File: config.mk
export PLATFORM = sky130hd
export DESIGN_NAME = pix_clk_gen_flat
export DESIGN_NICKNAME = d
export VERILOG_FILES = /design/src/rtl/pix_clk_if.sv /design/src/rtl/pix_clk_gen.sv /design/src/flat_wrapper.sv
export SDC_FILE = /design/constraint.sdc
export NUM_CORES = 1
export LEC_CHECK = 0
export BUFFER_PORTS_ARGS = -buffer_cell sky130_fd_sc_hd__buf_4
export CORE_MARGIN = 3
export CORE_UTILIZATION = 50
export DETAILED_ROUTE_END_ITERATION = 8
export HOLD_SLACK_MARGIN = 0.1
export PLACE_DENSITY = 0.69
export SLEW_MARGIN = 15
export SYNTH_ARGS = -nofsm -noshare
export SYNTH_HDL_FRONTEND = slang
export SYNTH_SLANG_ARGS = --single-unit
File: constraint.sdc
create_clock -name clk -period 5.2 [get_ports clk]
set_input_delay 0.52 -clock clk [delete_from_list [all_inputs] [get_ports clk]]
set_output_delay 0.52 -clock clk [all_outputs]
set_load 0.005 [all_outputs]
File: src/rtl/pix_clk_if.sv
// Divisor-load handshake between a display controller (master) and pix_clk_gen (slave).
interface pix_clk_if #(
    parameter int unsigned CNT_W = 8
) ();
    logic             div_valid;
    logic [CNT_W-1:0] div_data;
    logic             div_ready;

    modport master (output div_valid, output div_data, input  div_ready);
    modport slave  (input  div_valid, input  div_data, output div_ready);
endinterface

File: src/rtl/pix_clk_gen.sv
// Runtime-programmable pixel-clock divider producing a pixel-enable tick and a divided clock.
// Define PIXCLK_DUTY50_EN for a balanced pix_clk; otherwise pix_clk mirrors tick.
module pix_clk_gen #(
    parameter int unsigned CNT_W       = 8,
    parameter int unsigned DEFAULT_DIV = 4
) (
    input  logic             clk,
    input  logic             rst_n,
    input  logic             en,
    input  logic             restart,
    pix_clk_if.slave         div_if,
    output logic             tick,
    output logic             pix_clk,
    output logic [CNT_W-1:0] phase
);
    localparam logic [CNT_W-1:0] One = CNT_W'(1);
    localparam logic [CNT_W-1:0] Two = CNT_W'(2);

    logic [CNT_W-1:0] div_q, div_d;
    logic [CNT_W-1:0] count_q, count_d;
    logic [CNT_W-1:0] pend_div_q, pend_div_d;
    logic             pend_flag_q, pend_flag_d;
    logic             tick_q, tick_d;
    logic             pix_clk_q, pix_clk_d;
    logic             wrap, accept, apply;

    always_ff @(posedge clk or negedge rst_n) begin
        if (!rst_n) begin
            div_q       <= CNT_W'(DEFAULT_DIV);
            count_q     <= '0;
            pend_div_q  <= '0;
            pend_flag_q <= 1'b0;
            tick_q      <= 1'b0;
            pix_clk_q   <= 1'b0;
        end else begin
            div_q       <= div_d;
            count_q     <= count_d;
            pend_div_q  <= pend_div_d;
            pend_flag_q <= pend_flag_d;
            tick_q      <= tick_d;
            pix_clk_q   <= pix_clk_d;
        end
    end

    always_comb begin
        wrap   = en && (count_q == div_q - One);
        // restart wins over a same-edge load offer; ready is only re-evaluated afterwards
        accept = div_if.div_valid && !pend_flag_q && !restart;
        apply  = pend_flag_q && (restart || !en || wrap);

        div_d       = apply ? pend_div_q : div_q;
        pend_div_d  = pend_div_q;
        pend_flag_d = pend_flag_q;
        if (apply) begin
            pend_flag_d = 1'b0;
        end
        if (accept) begin
            pend_flag_d = 1'b1;
            pend_div_d  = (div_if.div_data < Two) ? Two : div_if.div_data;
        end

        if (restart || wrap || apply) begin
            count_d = '0;
        end else if (en) begin
            count_d = count_q + One;
        end else begin
            count_d = count_q;
        end

        tick_d = wrap && !restart;
`ifdef PIXCLK_DUTY50_EN
        // High for the last floor(div/2) counts so the falling edge lands on the wrap
        pix_clk_d = (count_d >= div_d - (div_d >> 1));
`else
        pix_clk_d = tick_d;
`endif
    end

    assign div_if.div_ready = !pend_flag_q;
    assign tick             = tick_q;
    assign pix_clk          = pix_clk_q;
    assign phase            = count_q;
endmodule
File: src/flat_wrapper.sv
// flat-port wrapper written by rule: the top's interface ports become plain ports
module pix_clk_gen_flat 
#(
    parameter int unsigned CNT_W       = 8,
    parameter int unsigned DEFAULT_DIV = 4
)
  (clk, rst_n, en, restart, tick, pix_clk, phase, div_if_div_valid, div_if_div_data, div_if_div_ready);
  pix_clk_if #(.CNT_W(CNT_W)) div_if_i ();
  input  logic clk;
  input  logic rst_n;
  input  logic en;
  input  logic restart;
  output logic tick;
  output logic pix_clk;
  output logic [CNT_W-1:0] phase;
  input wire logic [$bits(div_if_i.div_valid)-1:0] div_if_div_valid;
  input wire logic [$bits(div_if_i.div_data)-1:0] div_if_div_data;
  output wire logic [$bits(div_if_i.div_ready)-1:0] div_if_div_ready;
  assign div_if_i.div_valid = div_if_div_valid;
  assign div_if_i.div_data = div_if_div_data;
  assign div_if_div_ready = div_if_i.div_ready;
  pix_clk_gen #(.CNT_W(CNT_W), .DEFAULT_DIV(DEFAULT_DIV)) u_core (.clk(clk), .rst_n(rst_n), .en(en), .restart(restart), .div_if(div_if_i), .tick(tick), .pix_clk(pix_clk), .phase(phase));
endmodule
Yosys cells after proc, flatten, opt, wreduce, memory -nomap -nowiden

Cells that the tools add are included.

Output and inout port bits: 11
Flip-flop bits (word level): 26
Bits of input ports: 13
Word-level logic and storage cells: 28

Add/subtract/negate cells: 2
Reduce and logical (&&, ||, !) cells: 14
Multiplexer cells: 5
Eq/ne operators: 1
Order comparisons: 1

Operator list:

| cell                  | count |
|---|---|
| $mux W8               | 3 |
| $add A8 B1 Y8 const B | 1 |
| $eq A8 B8 Y1          | 1 |
| $lt A8 B2 Y1 const B  | 1 |
| $sub A8 B1 Y8 const B | 1 |
| $logic_and A1 B1 Y1   | 5 |
| $logic_or A1 B1 Y1    | 4 |
| $reduce_bool A2 Y1    | 2 |
| $logic_not A1 Y1      | 3 |
| $mux W1               | 2 |

Logic depth before layout (Yosys ltp)

Word-level depth: 7
Mapped depth: 8

Worst setup path after synthesis

OpenSTA, ideal clock, no wires.

Kind: register to register
Start point: reg u_core.div_q[1]
End point: reg u_core.div_q[1]
Data arrival time: 2.392 ns
Slack: 2.683 ns
Buffers on the path: 0
Cell stages (with the launch flop): 7
Cell sequence: dfrtp_1 -> or4_4 -> a2111oi_2 -> nor3_1 -> o41ai_4 -> o21ai_4 -> mux2_4

Cells in the longest elaborated chain, start to end: 5

Ends and longest elaborated chain:

| item                     | RTL line          | RTL |
|---|---|---|
| start: declaration       | pix_clk_gen.sv:19 | `logic [CNT_W-1:0] div_q, div_d;` |
| start signal: assignment | pix_clk_gen.sv:29 | `div_q <= CNT_W'(DEFAULT_DIV);` |
| start signal: assignment | pix_clk_gen.sv:36 | `div_q <= div_d;` |
| $sub A8 B1 Y8            | pix_clk_gen.sv:46 | `wrap = en && (count_q == div_q - One);` |
| $eq A8 B8 Y1             | pix_clk_gen.sv:46 |  |
| $logic_and A1 B1 Y1      | pix_clk_gen.sv:46 |  |
| $logic_or A1 B1 Y1       | pix_clk_gen.sv:49 | `apply = pend_flag_q && (restart \|\| !en \|\| wrap);` |
| $logic_and A1 B1 Y1      | pix_clk_gen.sv:49 |  |

No other way between the ends.
A chain may end at the register's enable or synchronous reset.

Final worst setup path

Start point: reg u_core.div_q[1]
End point: reg u_core.div_q[6]

Same word-level chain as after synthesis.

==> summary.md <==
| Metric | Value |
|---|---|
| Critical Path RT | 5.43 ns |
| Die X | 59.62 um |
| H-tree levels | 1 |
| Hold Path Class | in2reg |
| CP delay by family, top | simple AND/OR/NAND/NOR gates |
| Status | complete, no violations |
| CP Capture Type | flip-flop |
| Static leakage | 0.7980 nW |
| Fin. Hold Viols | 0 |
| Share of cells above drive strength 1 | 30.19% |
| Fin worst setup slack | 2.415 ns |
| Routed WL per cell | 15.10 um |
| Clock Skews | 0.001603 ns |
| Crit Path Category | reg2reg |
| Via density | 5.720 |
| Relative slew slack | 57.42% |
| Sequential share of power | 50.5% |
| Worst path bufs/invs | 0 |
| Sequential area share after synthesis | 45.34% |
| First-pass GRT wire length | 5.002 mm |
| Syn_nets | 150 |
| Yosys cell types | 37 |
| Top FF cell, synth | dfrtp_1 |
| CTS tree | done |
| Sw Pwr | 0.1891 mW |
| Ant. Diodes | 0 |
| CTS Root Cell | clkbuf_4 |
| Io pins | 24 |
| WP data arrival | 3.01 ns |
| Setup Viol. Count Final | 0 |
| Logic pwr share | 31.6% |
| DP Wirelength | 2.162 mm |
| Async S/R FF share, synth | 100.0% |
| Site Rows | 18 |
| DRT iter0 DRCs | 41 |
| Actual slew at the worst max-slew pin | 0.6365 ns |
| Area grow syn2layout | 16.54% |
| Crit Path Max Fanout | 9 |
| Setup TNS | 0 ns |
| Clk network pwr share | 17.9% |
| Final period util | 53.56% |
| Post-route cell area | 1675 um^2 |
| Critical-path top delay cell | o41ai_4 |
| Peak VDD IR | 0.0002349 V |
| RSZ-0062 raised after global routing | false |
| Remaining DRCs | 0 |
| Global route overflow | 0 |
| Final ANT Viol Nets | 0 |
| Worst-Skew Late Latency | 0.32 ns |
| Die Y | 59.62 um |
| Net Sw Frac | 32.72% |
| Routability congestion estimate | 0.7755 |
| Starting Density | 55.03% |
| Pwr per Cell Area | 345.1 nW/um^2 |
| Vias in the first global route | 1112 |
| Initial antenna violation count | 0 |
| Critical path launch point type | flip-flop |
| Largest net degree at the start of global routing | 27 |
| Mapped cell area | 1438 um^2 |
| Yosys warns | 0 |
| Final Max Slew Viols | 0 |
| Design Power | 0.5781 mW |
| Fmax | 359.1 MHz |
| Routed wire length | 2.854 mm |
| Worst-path cell chain | or4_4 > nor4_1 > nor3_1 > o41ai_4 > o21ai_4 > mux2_4 |
| Input/output buffers | 23 |
| Max-cap violation count | 0 |
| CTS-repair resized insts | 0 |
| #FFs+latches synth | 26 |
| Syn Inst Count | 135 |
| Largest incremental delay on the critical path | 0.68 ns |
| Die area | 3555 um^2 |
| Int Pwr | 0.3889 mW |
| Final hold slack | 0.3396 ns |
| # fillers | 220 |
| Placed inst area | 1629 um^2 |
| Final worst path period need | 2.785 ns |
| CTS sink cnt | 26 |
| CTS max path bufs | 2 |
| Reg clk slew, reported paths | 0.14 ns |
| Area of the core | 2613 um^2 |
| Synth Area per Inst | 10.65 um^2 |
| TritonRoute pass-1 iters | 4 |
| Number of CTS-inserted buffers | 3 |
| Final nets | 175 |
| DP Worst Slack | 2.412 ns |
| GRT Overall Usage | 18.67% |
| Number of synthesized flops with an enable pin | 0 |
| DR vias | 1081 |
-- synth_stat cells (all sizes together), types with 2 or more instances --
library cell,n,share of area (%)
xnor2,4,2.4
nor4,2,0.87
nand2b,3,1.3
clkbuf,3,0.78
and3,3,1.3
mux2,13,12
or2,2,0.87
a21o,4,2.1
o21ai,2,1.5
nand3b,3,1.6
xor2,5,3.0
nor2,16,4.2
nand2,4,1.0
ha,2,1.7
nor3,7,2.4
dfrtp,25,44
inv,7,1.8
or4,3,1.8
a21oi,10,3.5
nand3,3,1.0
-- routing by layer --
| metal | track usage [%] | vias up | wire length, um |
|---|---|---|---|
| li1 | - | 529 | - |
| met1 | 25.82 | 522 | 1336 |
| met2 | 30.11 | 25 | 1371 |
| met3 | 2.179 | 5 | 102 |
| met4 | 6.646 | 0 | 44 |
| met5 | 0 | - | 0 |
-- final timing paths --
path	from	to	slack, ns	depth (start not counted)
max	u_core.div_q[1]	u_core.div_q[6]	2.42	6
min	restart	u_core.tick	0.34	2
max reg2reg	u_core.div_q[1]	u_core.div_q[6]	2.42	6
min reg2reg	u_core.pend_div_q[6]	u_core.pend_div_q[6]	0.52	1
max in group asynchronous	rst_n	u_core.div_q[2]	4.28	2
min in group asynchronous	rst_n	u_core.pend_div_q[3]	0.63	2
-- stage by stage --
step           utilization, %  cells
6_report                64.13    189
2_1_floorplan               -    135
3_3_place_gp            62.36    184
3_5_place_dp            62.36    184
5_1_grt                 64.13    189
4_1_cts                 64.13    189
-- sequential cells by signal, summed over array words and instances (netlist names) --
name,flops
u_core.div_q,8
u_core.pend_flag_q,1
u_core.tick,1
u_core.phase,8
u_core.pend_div_q,8
-- cell families (layout without fill, tap and decap cells) --
logic type,after synthesis,count (layout),share of synthesized area [%]
simple gates,49,49,17.93
flops,26,26,45.34
fa+ha+maj,2,2,1.740
xor+xnor,9,9,5.483
buf+inv,11,35,3.134
compound gates,24,24,13.66
mux,14,14,12.71
-- final cells by class --
class	instances	area, um^2	area share (%)
Clock buffer	4	36.28	2.166
Inverter	7	26.28	1.568
Multi-Input combinational cell	98	740.7	44.21
Sequential cell	26	651.9	38.91
Tap cell	30	37.54	2.240
Timing Repair Buffer	24	182.7	10.90
-- repair_timing --
item | CTS | global route
setup endpoints to repair | 0 | 0
endpoints found under the hold margin | 25 | 0
setup buffers | 0 | 0
hold buffers | 1 | 0
-- placed cells by master (no fill, tap or decap), types with 4 or more instances in the layout --
master and n:
nor2_1 16, inv_1 7, xor2_1 5, xnor2_1 4
a21o_1 4, a21oi_1 10, buf_4 23, nand2_1 4
nor3_1 7, mux2_4 7, mux2_2 6, dfrtp_1 25
-- power by group through the flow --
stage          clock, mW  sequential, mW  combinational, mW
3_5_place_dp           0           0.297              0.183
3_3_place_gp           0           0.296              0.178
4_1_cts            0.105           0.292              0.185
2_1_floorplan          0           0.283              0.148
5_1_grt            0.113           0.300              0.203
6_report           0.104           0.292              0.182
Power figures use the tool's default switching activity.
